===== src/rtl/v850_pkg.sv =====
// Shared types and helpers for the V850 instruction fetch unit.
// Optional performance counters in the top are enabled with V850_FETCH_PERF_EN.
package v850_pkg;

  typedef enum logic [1:0] {
    IDLE = 2'd0,
    WAIT = 2'd1,
    DROP = 2'd2
  } fetch_state_e;

  localparam logic [31:0] RESET_PC_DEFAULT  = 32'h0000_0000;
  localparam int          QDEPTH_HW_DEFAULT = 8;

  // Formats V-VII carry 11 in bits [10:9] of their first halfword.
  function automatic logic is_len32(input logic [15:0] hw);
    return (hw[10:9] == 2'b11);
  endfunction

endpackage


===== src/rtl/v850_hw_queue.sv =====
// Circular halfword prefetch FIFO: push 0/1/2, pop 0/1/2 per cycle, flush wins over both.
// Callers guarantee push never exceeds post-pop space and pop never exceeds count.
module v850_hw_queue #(
  parameter  int DEPTH = 8,
  localparam int AW    = $clog2(DEPTH),
  localparam int CW    = AW + 1
) (
  input  logic          clk,
  input  logic          rst_n,
  input  logic          i_flush,
  input  logic [1:0]    i_push_cnt,
  input  logic [15:0]   i_push_hw0,
  input  logic [15:0]   i_push_hw1,
  input  logic [1:0]    i_pop_cnt,
  output logic [15:0]   o_head0,
  output logic [15:0]   o_head1,
  output logic [CW-1:0] o_count
);

  logic [15:0]   r_mem [DEPTH];
  logic [AW-1:0] r_rd_ptr;
  logic [AW-1:0] r_wr_ptr;
  logic [CW-1:0] r_count;
  logic [AW-1:0] w_wr_ptr1;
  logic [AW-1:0] w_rd_ptr1;

  assign w_wr_ptr1 = r_wr_ptr + AW'(1);
  assign w_rd_ptr1 = r_rd_ptr + AW'(1);

  always_ff @(posedge clk) begin
    if (!rst_n) begin
      r_rd_ptr <= '0;
      r_wr_ptr <= '0;
      r_count  <= '0;
      for (int i = 0; i < DEPTH; i++) r_mem[i] <= '0;
    end else if (i_flush) begin
      r_rd_ptr <= '0;
      r_wr_ptr <= '0;
      r_count  <= '0;
    end else begin
      if (i_push_cnt != 2'd0) r_mem[r_wr_ptr]  <= i_push_hw0;
      if (i_push_cnt == 2'd2) r_mem[w_wr_ptr1] <= i_push_hw1;
      r_wr_ptr <= r_wr_ptr + AW'(i_push_cnt);
      r_rd_ptr <= r_rd_ptr + AW'(i_pop_cnt);
      r_count  <= r_count + CW'(i_push_cnt) - CW'(i_pop_cnt);
    end
  end

  assign o_head0 = r_mem[r_rd_ptr];
  assign o_head1 = r_mem[w_rd_ptr1];
  assign o_count = r_count;

endmodule


===== src/rtl/v850_fetch_unit.sv =====
// V850 fetch stage: word fetch into a halfword queue, 16/32-bit split, valid/ready output.
// Define V850_FETCH_PERF_EN to add saturating stall/flush counters.
module v850_fetch_unit
  import v850_pkg::*;
#(
  parameter logic [31:0] RESET_PC  = RESET_PC_DEFAULT,
  parameter int          QDEPTH_HW = QDEPTH_HW_DEFAULT
) (
  input  logic        clk,
  input  logic        rst_n,
  output logic        imem_req,
  output logic [31:0] imem_addr,
  input  logic        imem_ack,
  input  logic [31:0] imem_rdata,
  input  logic        redirect_valid,
  input  logic [31:0] redirect_pc,
  output logic        inst_valid,
  input  logic        inst_ready,
  output logic [31:0] inst_data,
  output logic        inst_len32,
  output logic [31:0] inst_pc,
`ifdef V850_FETCH_PERF_EN
  output logic [31:0] perf_stall_cnt,
  output logic [31:0] perf_flush_cnt,
`endif
  output logic [1:0]  o_dbg_state
);

  // Handshakes: a transfer happens on a rising edge where valid (imem_req /
  // inst_valid) and the matching ready (imem_ack / inst_ready) are both high;
  // the offering side holds its address/data stable until that edge.

  localparam int CW = $clog2(QDEPTH_HW) + 1;

  fetch_state_e  r_state;
  fetch_state_e  w_state_nxt;
  logic [31:0]   r_fetch_addr;
  logic [31:0]   r_req_addr;
  logic [31:0]   r_head_pc;
  logic          r_skip_lo;

  logic [15:0]   w_head0;
  logic [15:0]   w_head1;
  logic [CW-1:0] w_count;
  logic          w_head_len32;
  logic          w_valid;
  logic          w_pop;
  logic [1:0]    w_pop_cnt;
  logic [CW-1:0] w_space;
  logic          w_issue;
  logic          w_take;
  logic [31:0]   w_issue_addr;
  logic [31:0]   w_redir_word;
  logic [1:0]    w_push_cnt;
  logic [15:0]   w_push_hw0;

  v850_hw_queue #(.DEPTH(QDEPTH_HW)) u_queue (
    .clk        (clk),
    .rst_n      (rst_n),
    .i_flush    (redirect_valid),
    .i_push_cnt (w_push_cnt),
    .i_push_hw0 (w_push_hw0),
    .i_push_hw1 (imem_rdata[31:16]),
    .i_pop_cnt  (w_pop_cnt),
    .o_head0    (w_head0),
    .o_head1    (w_head1),
    .o_count    (w_count)
  );

  assign w_head_len32 = is_len32(w_head0);
  assign w_valid      = (w_count >= CW'(1) && !w_head_len32) ||
                        (w_count >= CW'(2) &&  w_head_len32);
  assign w_pop        = w_valid && inst_ready;
  assign w_pop_cnt    = w_pop ? (w_head_len32 ? 2'd2 : 2'd1) : 2'd0;
  assign w_space      = CW'(QDEPTH_HW) - w_count + CW'(w_pop_cnt);
  assign w_redir_word = {redirect_pc[31:2], 2'b00};
  assign w_issue_addr = redirect_valid ? w_redir_word : r_fetch_addr;
  assign w_push_cnt   = w_take ? (r_skip_lo ? 2'd1 : 2'd2) : 2'd0;
  assign w_push_hw0   = r_skip_lo ? imem_rdata[31:16] : imem_rdata[15:0];

  // A redirect seen in IDLE issues straight to the new target: the queue is
  // being flushed, so space is guaranteed and the restart saves a cycle.
  always_comb begin
    w_state_nxt = r_state;
    w_issue     = 1'b0;
    w_take      = 1'b0;
    case (r_state)
      IDLE: begin
        if (redirect_valid || (w_space >= CW'(2))) begin
          w_state_nxt = WAIT;
          w_issue     = 1'b1;
        end
      end
      WAIT: begin
        if (imem_ack) begin
          w_state_nxt = IDLE;
          w_take      = !redirect_valid;
        end else if (redirect_valid) begin
          w_state_nxt = DROP;
        end
      end
      DROP: begin
        if (imem_ack) w_state_nxt = IDLE;
      end
      default: w_state_nxt = IDLE;
    endcase
  end

  always_ff @(posedge clk) begin
    if (!rst_n) begin
      r_state      <= IDLE;
      r_fetch_addr <= {RESET_PC[31:2], 2'b00};
      r_req_addr   <= {RESET_PC[31:2], 2'b00};
      r_head_pc    <= RESET_PC & ~32'h1;
      r_skip_lo    <= RESET_PC[1];
    end else begin
      r_state <= w_state_nxt;
      if (w_issue) r_req_addr <= w_issue_addr;
      if (redirect_valid) begin
        r_fetch_addr <= w_redir_word;
        r_head_pc    <= redirect_pc & ~32'h1;
        r_skip_lo    <= redirect_pc[1];
      end else begin
        if (w_take) begin
          r_fetch_addr <= r_fetch_addr + 32'd4;
          r_skip_lo    <= 1'b0;
        end
        if (w_pop) r_head_pc <= r_head_pc + (w_head_len32 ? 32'd4 : 32'd2);
      end
    end
  end

  // r_req_addr stays frozen through DROP so the abandoned read completes cleanly.
  assign imem_req    = (r_state != IDLE);
  assign imem_addr   = r_req_addr;
  assign inst_valid  = w_valid;
  assign inst_len32  = w_head_len32 && (w_count != '0);
  assign inst_data   = {(w_head_len32 && w_count >= CW'(2)) ? w_head1 : 16'h0000,
                        (w_count != '0) ? w_head0 : 16'h0000};
  assign inst_pc     = r_head_pc;
  assign o_dbg_state = r_state;

`ifdef V850_FETCH_PERF_EN
  logic [31:0] r_stall_cnt;
  logic [31:0] r_flush_cnt;

  always_ff @(posedge clk) begin
    if (!rst_n) begin
      r_stall_cnt <= '0;
      r_flush_cnt <= '0;
    end else begin
      if (inst_ready && !w_valid && r_stall_cnt != 32'hFFFF_FFFF) r_stall_cnt <= r_stall_cnt + 32'd1;
      if (redirect_valid && r_flush_cnt != 32'hFFFF_FFFF) r_flush_cnt <= r_flush_cnt + 32'd1;
    end
  end

  assign perf_stall_cnt = r_stall_cnt;
  assign perf_flush_cnt = r_flush_cnt;
`endif

endmodule

===== config.mk =====
export PLATFORM = sky130hd
export DESIGN_NAME = v850_fetch_unit
export DESIGN_NICKNAME = d
export VERILOG_FILES = /design/src/rtl/v850_pkg.sv /design/src/rtl/v850_hw_queue.sv /design/src/rtl/v850_fetch_unit.sv
export SDC_FILE = /design/constraint.sdc
export NUM_CORES = 1
export LEC_CHECK = 0
export ABC_AREA = 1
export BUFFER_PORTS_ARGS = -buffer_cell sky130_fd_sc_hd__clkbuf_2
export CAP_MARGIN = 0
export CELL_PAD_IN_SITES_DETAIL_PLACEMENT = 1
export CELL_PAD_IN_SITES_GLOBAL_PLACEMENT = 1
export CORE_AREA = 2 2 192 194
export CTS_BUF_LIST = sky130_fd_sc_hd__clkbuf_4 sky130_fd_sc_hd__clkbuf_8
export CTS_CLUSTER_DIAMETER = 50
export DETAILED_ROUTE_END_ITERATION = 8
export DIE_AREA = 0 0 194 196
export PLACE_DENSITY = 0.85
export SYNTH_ARGS = -nofsm -noshare
export SYNTH_HDL_FRONTEND = slang
export SYNTH_SLANG_ARGS = --single-unit

===== constraint.sdc =====
create_clock -name clk -period 3.24 [get_ports clk]
set_input_delay 0.486 -clock clk [delete_from_list [all_inputs] [get_ports clk]]
set_output_delay 0.486 -clock clk [all_outputs]
set_load 0.02 [all_outputs]

### After elaboration in Yosys (flattened, before gate mapping)

Memories as Yosys holds them, arrays and structs flattened. A register that Yosys moved wholly into a read port is not among the register bits.
Index checks and enable logic that the tools add are counted.

* register bits after elaboration: 109
* bits in writable memories: 128
* input bits: 69
* output and inout port bits: 101
* word-level logic and storage cells: 90
* memories: 1

* add/sub/neg operators: 10
* order comparisons: 3
* eq/ne operators: 7
* mux-type cells: 40
* bitwise gates (word level): 1
* reductions and logical operators: 18

Memory list
* u_queue.r_mem: words 8, bits a word 16, read ports 2, clocked after memory_dff 1, write ports 8, RTL line v850_hw_queue.sv:20 `logic [15:0] r_mem [DEPTH];`

Operator list (count)
* 32-bit two-way mux: 5
* 16-bit two-way mux: 5
* 32-bit by 3-bit adder with 32-bit output: 1
* 32-bit by 3-bit adder with 32-bit output, second input constant: 1
* 16-bit OR reduction: 2
* 1-bit two-way mux: 17
* 2-bit two-way mux: 8
* 3-bit two-way mux: 4
* 4-bit by 2-bit adder with 4-bit output: 2
* 4-bit by 2-bit greater-or-equal comparator with 1-bit output, second input constant: 2
* 2-bit nonzero test: 4
* 3-bit by 1-bit adder with 3-bit output, second input constant: 2
* 3-bit by 2-bit adder with 3-bit output: 2
* 2-bit equality test, second input constant: 3
* 2-bit case mux with 3 select lines: 1
* 4-bit by 1-bit greater-or-equal comparator with 1-bit output, second input constant: 1
* 1-bit logical AND: 4
* 2-bit != test, second input constant: 2
* 4-bit nonzero test: 1
* 4-bit by 2-bit subtractor with 4-bit output: 1
* 4-bit subtractor, first input constant: 1
* 3-bit != test, second input constant: 1
* 3-bit AND reduction: 1
* 2-bit by 1-bit equality test with 1-bit output, second input constant: 1
* 5 further kinds: 7

### Longest topological paths before layout

Gate-level depths: netlist (run 1).

* depth after elaboration: 11
* mapped depth: 28

### Hierarchy

Synthesis (run 1) repeated with hierarchy kept, for this count alone.

* cell total of the unflattened synthesis: 2514
* area, all modules: 16290.6 um^2

By module, submodules not included
* v850_hw_queue: times used 1, cells an instance 1437, area each 9907.0 um^2
* v850_fetch_unit: times used 1, cells an instance 1077, area each 6383.6 um^2

### Least setup slack after synthesis (run 1)

Ideal clock, no wire load.

* path type: flip-flop to flip-flop
* from: register u_queue.r_rd_ptr[0] (netlist name)
* to: register r_req_addr[23], in the netlist imem_addr[23]
* setup time: 65 ps
* arrival: 3040 ps
* required time: 3175 ps
* slack: 135 ps
* stages on the path, launching flop included: 26
* buffers on the path: 4
* clock period less this slack: 3105 ps
* cells stage by stage: dfxtp_1 -> buf_6 -> buf_4 -> nand2_1 -> nand3_1 -> nand2_1 -> nand2_2 -> nand2_2 -> nand2_4 -> nand2_2 -> nand3_4 -> buf_2 -> inv_1 -> nand2_1 -> ha_1 -> inv_2 -> fa_1 -> or2_2 -> nand4_1 -> nor2_1 -> nand2_1 -> nand2_1 -> inv_1 -> clkbuf_1 -> nor2_1 -> nor2_1

RTL lines
* end signal, assigned: RTL line v850_fetch_unit.sv:113 `r_req_addr <= {RESET_PC[31:2], 2'b00};`
* end signal, assigned: RTL line v850_fetch_unit.sv:118 `if (w_issue) r_req_addr <= w_issue_addr;`
* end, declared: RTL line v850_fetch_unit.sv:38 `logic [31:0] r_req_addr;`

==> results of run 1 <==
-- where the power goes --
group / total [W] / internal, W / switching, W
registers: 0.00387 / 0.00351 / 0.000358
logic: 0.00476 / 0.00156 / 0.00320
clock network: 0.00322 / 0.00183 / 0.00139
total: 0.0118 / 0.00690 / 0.00494
-- critical path, cell delays in order (launching register included) --
cell,delay [ps]
dfxtp_4,430
buf_8,150
nand2_1,60
nand3_1,110
nand2_1,80
nand2_1,120
nand2_2,110
nand2_4,100
nand2_2,70
nand3_4,70
inv_2,60
nand2_2,100
inv_4,70
fa_1,590
inv_1,70
ha_1,290
nand2_1,90
nor2_1,60
a211oi_2,310
nor2_1,140
nor3b_2,210
-- worst max path at each step --
stage	endpoint	slack, ps	cells past startpoint
floorplan	imem_addr[23]	140	25
global placement	imem_addr[29]	250	22
detailed placement	imem_addr[15]	110	22
CTS	inst_data[0]	4	7
global route	u_queue.o_count[3]	-300	20
finish	u_queue.o_count[3]	-170	20
-- timing repair --
item                                    4_1_cts  5_1_grt
pin swaps                                     0       11
gates cloned                                  1        7
buffers inserted                              0       12
resized for setup                             9       64
endpoints found under the setup margin       31       69
-- flip-flops by register name, indices dropped and copies added (netlist names) --
register,cells
u_queue.o_count,4
u_queue.r_mem,128
u_queue.r_wr_ptr,3
imem_addr,30
inst_pc,31
r_skip_lo,1
r_fetch_addr,30
o_dbg_state,2
u_queue.r_rd_ptr,3
-- logic make-up (layout without fill, tap and decap cells) --
group                    after synthesis  after routing  share of synthesized area [%]
AO/OA/AOI/OAI                        501            501                           20.2
flip-flops                           232            232                           41.8
buffers and inverters                287            482                           8.22
other                                  1              3                         0.0264
XOR/XNOR                              26             26                           1.61
AND/OR/NAND/NOR                      850            850                           26.0
adder cells (fa/ha/maj)               21             21                           2.17
-- synthesized netlist by cell type, types with 21 or more instances --
library cell and instances:
o21ai_0 227, a21oi_1 43, clkbuf_1 78, o22ai_1 142, dfxtp_1 104, nand3_1 89
a31oi_1 24, buf_2 22, edfxtp_1 128, nor2_1 345, xor2_1 23, nand2_1 320
inv_1 143, nor3_1 21
-- routing by layer --
layer,up-vias,share of wire (%)
li1,6922,-
met1,7636,37
met2,917,48
met3,240,9.0
met4,4,6.0
met5,-,0.038
-- through the flow --
stage / instance area (um2) / power [W]
floorplan: 14200 / 0.00646
global placement: 15600 / 0.00768
detailed placement: 15600 / 0.00787
CTS: 16600 / 0.0111
global route: 17000 / 0.0124
finish: 17000 / 0.0118
-- cell type report --
cell class / count / area share, %
clock inverter: 16 / 1.14
inverter: 168 / 3.84
tap: 468 / 3.44
multi-input combinational: 1401 / 42.4
timing repair buffer: 239 / 9.87
clock buffer: 59 / 4.41
sequential: 232 / 34.9
==> results.rst, run 1 <==
.. list-table::
   :header-rows: 1

   * - Metric
     - Value
   * - Run status
     - complete, but fails checks
   * - Violated checks
     - negative setup slack
   * - CTS H-Tree Depth
     - 2
   * - Largest net degree at the start of global routing
     - 113
   * - Worst Tran Pin Value
     - approximately 830 ps
   * - Primary flip-flop cell chosen by synthesis mapping
     - edfxtp_1
   * - CP Class
     - reg -> reg
   * - Routed WL per cell
     - between 20 and 25 um
   * - Pre-Repair DR Iteration Count
     - 6
   * - Sink of the worst hold path
     - r_skip_lo
   * - Mapped Area
     - 14,200 um2
   * - Final TNS setup
     - -911 ps
   * - Final estimated routing congestion in global placement
     - approximately 0.91
   * - CP Launch Type
     - flop
   * - Final Util
     - about 47%
   * - Data arrival at the endpoint of the critical path
     - around 3900 ps
   * - Routed via count divided by cell count
     - just over 6
   * - Number of instances in the placed design
     - roughly 2,500
   * - Period utilisation layout
     - 105%
   * - Met1 track demand over resource in global routing
     - about a third
   * - Seq cells post-synth
     - approximately 230
   * - Cts hold-fix bufs
     - 0
   * - Maximum root-to-sink buffer count
     - 3
   * - Growth of design area from synthesis to finish
     - 20.0%
   * - Finished Layout Cells
     - 2,583
   * - Die outline area
     - between 30,000 and 40,000 um2
   * - Final-report hold violation count
     - 0
   * - Length in cells of the worst reg-to-reg path
     - 20
   * - Share of the yosys chip area belonging to registers
     - a little over two fifths
   * - Worst r2r src
     - u_queue.r_rd_ptr[0]
   * - First element of the critical path
     - u_queue.r_rd_ptr[0]
   * - Final setup violation count
     - 29
   * - Total detailed-routing wirelength
     - between 60,000 and 70,000 um
   * - Worst slew margin
     - approximately 44%
   * - Post-Syn Area per Cell
     - about 7.4 um2
   * - Final net count
     - 2,175
   * - TritonCTS clock tree
     - done
   * - CP Data Required Time
     - between 3000 and 4000 ps
   * - Detailed-route via count
     - roughly 16,000
   * - Number of warning messages in the yosys log
     - 0
   * - Worst reg2reg path endpoint
     - u_queue.o_count[3]
   * - First-pass GRT wire length
     - just under 90,000 um
   * - Number of antenna cells inserted
     - 0
   * - Power Density
     - a little under 700 nW/um2
   * - Clock network latency to the later pin of the worst-skew pair
     - about 610 ps
   * - Initial antenna violation count
     - 2
   * - Share of flip-flops with an asynchronous set or reset after synthesis
     - 0%
   * - Total number of placement rows
     - 70
   * - Register cell area after layout
     - roughly 6000 um2
   * - RSZ-0062 raised after global routing
     - yes
   * - GR peak layer
     - met2
   * - Maximum frequency from static timing analysis
     - roughly 290 MHz
   * - Clock net sink count
     - 232
   * - Post-placement setup slack
     - around 110 ps
   * - Number of global-route vias before repair
     - ~16,000
   * - Synth area leaders
     - edfxtp_1 (27%), dfxtp_1 (15%), nor2_1 (9.1%), nand2_1 (8.5%), o21ai_0 (8.0%)
   * - Post-synthesis instance total
     - around 1,900
   * - Half-perimeter wire length of the detailed placement result
     - around 37,000 um
   * - Class of the worst hold path
     - in -> reg
   * - Aggregate global routing overflow
     - 0
   * - Count of fill cells added during filler insertion
     - 4,537
   * - Flop2flop setup slack
     - -170 ps
   * - Final Skew
     - slightly above 70 ps
   * - Global routing met2 resource utilization
     - 49.8%
   * - Inserted Clock Buffers
     - 43
   * - Area fraction of the dominant cell type after synthesis
     - between 20% and 30%
   * - Leakage power figure
     - between 7 and 8 nW
   * - Number of nets with antenna violations after detailed routing
     - 0
   * - Clock-pin slew of the registers on the worst-case setup and hold paths
     - roughly 70 ps
   * - Die width
     - just under 200 um
   * - Die outline height
     - 196 um
   * - Maximum VDD drop
     - approximately 420 uV
   * - Biggest area consumer among synthesized cells
     - edfxtp_1
   * - Hold path start
     - redirect_pc[1]
   * - Final worst path period need
     - between 3000 and 4000 ps
   * - Leading cell types in the layout, fill and taps excluded
     - nor2_1 (343), nand2_1 (315), o21ai_0 (209), clkbuf_2 (162), o22ai_1 (142)
   * - DR iter-0 viols
     - around 1,500
   * - Commonest non-fill, non-tap cell in the layout
     - nor2_1
   * - Setup slack after layout
     - -165 ps
   * - Critical path peak fanout
     - 7
   * - GRT Total Usage
     - 29.0%
   * - Multi-input combinational cell area
     - 7220 um2
   * - I/O pin total
     - 170
   * - Total count of max-transition violations in the final report
     - 0
   * - Capturing element type of the critical path
     - flop
   * - Hold_ws
     - ~220 ps
   * - Port Buf Inserts
     - ~170
   * - Initial cell density of the core
     - about two fifths
   * - Number of max-capacitance violations reported
     - 0
   * - Placeable core region
     - roughly 36,000 um2
   * - Clock Root Buffer
     - clkbuf_8
   * - Count of flip-flops with a built-in enable after synthesis
     - roughly 130
   * - Layout cells sized above 1
     - around 19%
   * - Number of library cell types mapped by synthesis
     - 54
   * - GR Util met3
     - between 4 and 5%
   * - Hold Path Depth
     - 3
   * - Drc violations
     - 0
No activity file was read; power rests on OpenSTA's default activity.
==> inputs of run 2 (changes only) <==
==> config.mk (replaced) <==
export PLATFORM = sky130hd
export DESIGN_NAME = v850_fetch_unit
export DESIGN_NICKNAME = d
export VERILOG_FILES = /design/src/rtl/v850_pkg.sv /design/src/rtl/v850_hw_queue.sv /design/src/rtl/v850_fetch_unit.sv
export SDC_FILE = /design/constraint.sdc
export NUM_CORES = 1
export LEC_CHECK = 0
export ABC_AREA = 1
export ABC_CLOCK_PERIOD_IN_PS = 3240
export BUFFER_PORTS_ARGS = -buffer_cell sky130_fd_sc_hd__clkbuf_2
export CAP_MARGIN = 0
export CELL_PAD_IN_SITES_DETAIL_PLACEMENT = 1
export CELL_PAD_IN_SITES_GLOBAL_PLACEMENT = 1
export CORE_AREA = 2 2 194 196
export CTS_BUF_LIST = sky130_fd_sc_hd__clkbuf_16
export CTS_CLUSTER_DIAMETER = 60
export DETAILED_ROUTE_END_ITERATION = 8
export DIE_AREA = 0 0 196 198
export PLACE_DENSITY = 0.83
export SYNTH_ARGS = -nofsm -noshare
export SYNTH_HDL_FRONTEND = slang
export SYNTH_SLANG_ARGS = --single-unit
==> results.rst, run 2 (synthesis results as in run 1) <==
.. list-table::
   :header-rows: 1

   * - Metric
     - Value
   * - Routed WL per cell
     - 22.3 um
   * - Detailed-route via count
     - approximately 15,000
   * - Number of max-capacitance violations reported
     - 0
   * - Half-perimeter wire length of the detailed placement result
     - 37,700 um
   * - Growth of design area from synthesis to finish
     - 18.4%
   * - Total number of placement rows
     - 71
   * - RSZ-0062 raised after global routing
     - yes
   * - Maximum frequency from static timing analysis
     - around 320 MHz
   * - Capturing element type of the critical path
     - primary output
   * - DR iter-0 viols
     - about 1,200
   * - Worst Tran Pin Value
     - between 700 and 800 ps
   * - TritonCTS clock tree
     - done
   * - Routed via count divided by cell count
     - 5.89
   * - Data arrival at the endpoint of the critical path
     - between 2000 and 3000 ps
   * - Final estimated routing congestion in global placement
     - 0.917
   * - Port Buf Inserts
     - about 170
   * - Most flop-heavy register
     - u_queue.r_mem
   * - Clock Root Buffer
     - clkbuf_16
   * - Leakage power figure
     - slightly below 7 nW
   * - Pre-Repair DR Iteration Count
     - 5
   * - Power Density
     - 677 nW/um2
   * - Aggregate global routing overflow
     - 0
   * - CP Class
     - reg -> out
   * - Drc violations
     - 0
   * - Layout cells sized above 1
     - 18.1%
   * - Class of the worst hold path
     - in -> reg
   * - Critical path peak fanout
     - around 110
   * - Final setup violation count
     - 0
   * - Die outline height
     - 198 um
   * - Total detailed-routing wirelength
     - between 50,000 and 60,000 um
   * - Met2 routed wirelength
     - about 28,000 um
   * - Post-detailed-placement cell area
     - 15,700 um2
   * - Met3 WL
     - roughly 4500 um
   * - Finished Cell Area
     - ~17,000 um2
   * - Run status
     - finished, final reports clean
   * - Inserted Clock Buffers
     - 27
   * - Final-report hold violation count
     - 0
   * - Final TNS setup
     - 0 ps
   * - Final net count
     - around 2,200
   * - Placeable core region
     - 37,000 um2
   * - CP Data Required Time
     - between 2000 and 3000 ps
   * - Worst slew margin
     - between 50 and 60%
   * - GRT Total Usage
     - 28.3%
   * - First-pass GRT wire length
     - about 86,000 um
   * - Maximum root-to-sink buffer count
     - 3
   * - Final worst path period need
     - between 3000 and 4000 ps
   * - Number of nets with antenna violations after detailed routing
     - 0
   * - I/O pin total
     - 170
   * - Initial cell density of the core
     - 38.4%
   * - Clock network latency to the later pin of the worst-skew pair
     - roughly 560 ps
   * - Routed metal-1 wirelength
     - about 22,000 um
   * - Commonest non-fill, non-tap cell in the layout
     - nor2_1
   * - Die outline area
     - just under 40,000 um2
   * - Number of flip-flops in the largest register
     - between 100 and 150
   * - CP Launch Type
     - flop
   * - Total count of max-transition violations in the final report
     - 0
   * - Final Skew
     - around 21 ps
   * - Clock net sink count
     - between 200 and 250
   * - Clock-pin slew of the registers on the worst-case setup and hold paths
     - 60 ps
   * - Largest net degree at the start of global routing
     - 113
   * - Die width
     - slightly below 200 um
   * - Uppermost signal routing layer after detailed routing
     - met5
   * - Number of global-route vias before repair
     - 15,539
   * - Maximum VDD drop
     - approximately 440 uV
   * - Initial antenna violation count
     - 2
   * - CTS H-Tree Depth
     - 1
   * - Leading cell types in the layout, fill and taps excluded
     - nor2_1 (325), nand2_1 (310), o21ai_0 (203), clkbuf_2 (165), inv_1 (143)
   * - Period utilisation layout
     - a little over nine tenths
[run 2: routing by layer]
metal | global-route usage (%) | up-vias
met4 | 12.9 | 2
met1 | 32.8 | 7389
li1 | - | 6890
met2 | 50.9 | 662
met3 | 5.04 | 167
met5 | 0 | -
[run 2: timing repair]
item | CTS | global route
setup buffers | 0 | 4
endpoints found under the hold margin | 0 | 0
hold buffers | 0 | 0
gates resized for setup | 12 | 81
pin swaps | 0 | 7
setup endpoints to repair | 54 | 55
gates cloned | 0 | 6
[run 2: worst paths after layout]
path,cells past startpoint,endpoint,slack [ps],start
worst max register to register,22,imem_addr[30],120,u_queue.r_rd_ptr[0]
worst max-delay path,7,inst_data[0],100,u_queue.r_rd_ptr[0]
worst min register to register,2,imem_addr[6],490,imem_addr[6]
worst min-delay path,3,o_dbg_state[1],300,imem_ack
[run 2: power breakdown]
group | internal [W] | total, W | switching, W | leakage [nW]
clock | 0.00151 | 0.00281 | 0.00130 | 0.414
sequential | 0.00351 | 0.00388 | 0.000373 | 2.18
combinational | 0.00159 | 0.00468 | 0.00309 | 4.32
[run 2: critical path, stage by stage, from the launching register on]
cell and delay (ps):
dfxtp_4 390, inv_6 100, buf_8 480, nor2_1 130, o22ai_1 250, o21ai_0 110
a31oi_1 350, clkbuf_2 250
[run 2: final cells by class]
type,instances,area [um2]
fill,4685,20200
multi-input combinational,1402,7260
sequential,232,5930
timing repair buffer,240,1570
clock buffer,27,676
inverter,168,652
tap,474,593
clock inverter,22,110
antenna,1,2.50
[run 2: per-stage QoR]
step | instances | power (W) | setup slack, ps | utilization (%) | hold WS, ps
floorplan | 1920 | 0.00646 | 135 | - | 488
detailed placement | 2506 | 0.00790 | -177 | 42.4 | 478
CTS | 2555 | 0.0107 | 3.19 | 44.6 | 237
finish | 2566 | 0.0114 | 98.7 | 45.5 | 303
global placement | 2506 | 0.00770 | -11.4 | 42.4 | 465
global route | 2565 | 0.0119 | -90.6 | 45.5 | 309
==> inputs of run 3 (changes only) <==
--- a/config.mk
+++ b/config.mk
@@ -16,6 +16,7 @@
 export CTS_CLUSTER_DIAMETER = 60
 export DETAILED_ROUTE_END_ITERATION = 8
 export DIE_AREA = 0 0 196 198
+export GPL_TIMING_DRIVEN = 0
 export PLACE_DENSITY = 0.83
 export SYNTH_ARGS = -nofsm -noshare
 export SYNTH_HDL_FRONTEND = slang
==> results.rst, run 3 (synthesis results as in run 1) <==
.. list-table::
   :header-rows: 1

   * - Metric
     - Value
   * - Maximum frequency from static timing analysis
     - roughly 300 MHz
   * - Final-report hold violation count
     - 0
   * - Multi-input combinational cell area
     - 7320 um2
   * - Period utilisation layout
     - 104%
   * - Die width
     - a little under 200 um
   * - Routed WL per cell
     - about 25 um
   * - Post-placement setup slack
     - -782 ps
   * - CP Class
     - reg -> out
   * - Class of the worst hold path
     - in -> reg
   * - Leakage power figure
     - about 7 nW
   * - Sink of the worst hold path
     - o_dbg_state[1]
   * - Finished Layout Cells
     - 2,622
   * - Port Buf Inserts
     - roughly 160
   * - Count of fill cells added during filler insertion
     - roughly 4,700
   * - Routed via count divided by cell count
     - a little over 6
   * - DR iter-0 viols
     - 1,561
   * - Growth of design area from synthesis to finish
     - 19.8%
   * - Number of global-route vias before repair
     - 16,171
   * - I/O pin total
     - 170
   * - Number of flip-flops in the largest register
     - ~130
   * - First-pass GRT wire length
     - between 90,000 and 100,000 um
   * - RSZ-0062 raised after global routing
     - yes
   * - Slowest CP cell
     - clkbuf_1
   * - Final net count
     - approximately 2,200
   * - Setup slack after layout
     - -114 ps
   * - Inserted Clock Buffers
     - 28
   * - TritonCTS clock tree
     - done
   * - Hold path start
     - imem_ack
   * - Final estimated routing congestion in global placement
     - between 0.9 and 1
   * - Critical path peak fanout
     - 10
   * - GRT Total Usage
     - 32.6%
   * - Total count of max-transition violations in the final report
     - 0
   * - Cts hold-fix bufs
     - 0
   * - Die outline area
     - 38,800 um2
   * - CP Launch Type
     - flop
   * - Die outline height
     - between 150 and 200 um
   * - Cell-by-cell trace of the critical path
     - buf_6 > inv_6 > buf_6 > buf_4 > buf_4 > clkbuf_1 > o21ai_0 > a31oi_1 > clkbuf_2
   * - Number of instances in the placed design
     - between 2,000 and 3,000
   * - CTS H-Tree Depth
     - 1
   * - Violated checks
     - negative setup slack
   * - Hold_ws
     - ~230 ps
   * - Number of antenna cells inserted
     - 0
   * - Clock-pin slew of the registers on the worst-case setup and hold paths
     - 60 ps
   * - Total detailed-routing wirelength
     - between 60,000 and 70,000 um
   * - Initial antenna violation count
     - 0
   * - Number of max-capacitance violations reported
     - 0
   * - Placeable core region
     - around 37,000 um2
   * - Final worst path period need
     - 3350 ps
   * - Max incr delay on CP
     - approximately 650 ps
   * - Largest net degree at the start of global routing
     - 17
   * - Clock network latency to the later pin of the worst-skew pair
     - between 500 and 600 ps
   * - Clock net sink count
     - about 230
   * - Half-perimeter wire length of the detailed placement result
     - about 45,000 um
   * - Data arrival at the endpoint of the critical path
     - roughly 2900 ps
   * - Hold Path Depth
     - 3
   * - Pre-Repair DR Iteration Count
     - 6
   * - Final setup violation count
     - 5
   * - Final TNS setup
     - -254 ps
   * - Length in cells of the worst reg-to-reg path
     - 5
   * - Maximum VDD drop
     - ~410 uV
   * - Worst Tran Pin Value
     - 1240 ps
   * - Power Density
     - ~700 nW/um2
   * - CP Data Required Time
     - ~2800 ps
   * - Maximum root-to-sink buffer count
     - 3
   * - Worst slew margin
     - 17.1%
   * - Commonest non-fill, non-tap cell in the layout
     - nor2_1
   * - Flop2flop setup slack
     - roughly 50 ps
   * - Worst r2r src
     - u_queue.r_wr_ptr[0]
   * - Most flop-heavy register
     - u_queue.r_mem
   * - Detailed-route via count
     - approximately 16,000
   * - Number of nets with antenna violations after detailed routing
     - 0
   * - Leading cell types in the layout, fill and taps excluded
     - nor2_1 (340), nand2_1 (307), o21ai_0 (210), clkbuf_2 (190), o22ai_1 (142)
   * - Post-detailed-placement cell area
     - between 15,000 and 20,000 um2
   * - Run status
     - complete, but fails checks
   * - Initial cell density of the core
     - approximately two fifths
   * - Register cell area after layout
     - 5930 um2
   * - Capturing element type of the critical path
     - primary output
   * - Clock Root Buffer
     - clkbuf_16
   * - Total number of placement rows
     - ~70
   * - Finished Cell Area
     - 17,000 um2
   * - Worst reg2reg path endpoint
     - u_queue.r_mem[2][3]
   * - Drc violations
     - 0
   * - Aggregate global routing overflow
     - 0
   * - Final Skew
     - around 40 ps
   * - Layout cells sized above 1
     - 18.3%
run 3: cell types whose count changed in the layout (fill, tap and decap cells not counted), sizes merged, moves of 3 or more:
cell	delta
inv	-3
bufinv	+3
clkbuf	+71
buf	-14
clkinvlp	+4
clkinv	-3
run 3: metrics by stage:
stage	power, W	utilization [%]
final	0.0118	46.0
after global routing	0.0123	46.0
after CTS	0.0115	45.3
after detailed placement	0.00802	42.2
after global placement	0.00786	42.2
after floorplan	0.00646	-
run 3: report_power, final:
| part | leakage (nW) | internal (W) | total (W) | switching, W |
|---|---|---|---|---|
| logic | 4.33 | 0.00147 | 0.00469 | 0.00322 |
| clock network | 0.464 | 0.00187 | 0.00324 | 0.00138 |
| registers | 2.18 | 0.00351 | 0.00387 | 0.000356 |
| total | 6.98 | 0.00685 | 0.0118 | 0.00495 |
run 3: timing repair:
item,in CTS,in global routing
pin swaps,4,11
setup endpoints to repair,154,90
gates cloned,1,0
gates resized for setup,69,93
buffers inserted,8,5
run 3: worst max-delay path, delay by kind of cell (launching register included):
kind	cells	cell delay [ps]
AOI/OAI and AO/OA	2	560
buffers and inverters	7	1400
DFF	1	340
run 3: layout make-up:
class / count / share of cell area [%]
Inverter: 168 / 3.82
Buffer: 117 / 3.73
Clock buffer: 29 / 4.27
Clock inverter: 23 / 1.19
Multi-Input combinational cell: 1401 / 43.1
Sequential cell: 232 / 34.9
Tap cell: 474 / 3.49
Timing Repair Buffer: 178 / 5.53
run 3: per-layer routing:
layer | global-route usage (%) | wire (um) | part of all wire, % | vias up
met5 | 0 | 0 | 0 | -
met4 | 21.4 | 4600 | 7.1 | 0
met1 | 39.3 | 23800 | 37 | 7659
met3 | 5.69 | 6700 | 10 | 263
li1 | - | - | - | 7008
met2 | 53.7 | 29800 | 46 | 1020
run 3: how the worst max path moves through the flow:
stage / cells after the start / end / slack (ps) / start
3_5_place_dp: 25 / imem_addr[22] / -780 / u_queue.r_rd_ptr[0]
3_3_place_gp: 25 / imem_addr[23] / -620 / u_queue.r_rd_ptr[0]
6_report: 9 / inst_data[0] / -110 / u_queue.r_rd_ptr[0]
2_1_floorplan: 25 / imem_addr[23] / 140 / u_queue.r_rd_ptr[0]
4_1_cts: 5 / u_queue.r_mem[0][1] / 0.7 / u_queue.r_wr_ptr[0]
5_1_grt: 6 / inst_data[11] / -70 / u_queue.r_rd_ptr[2]
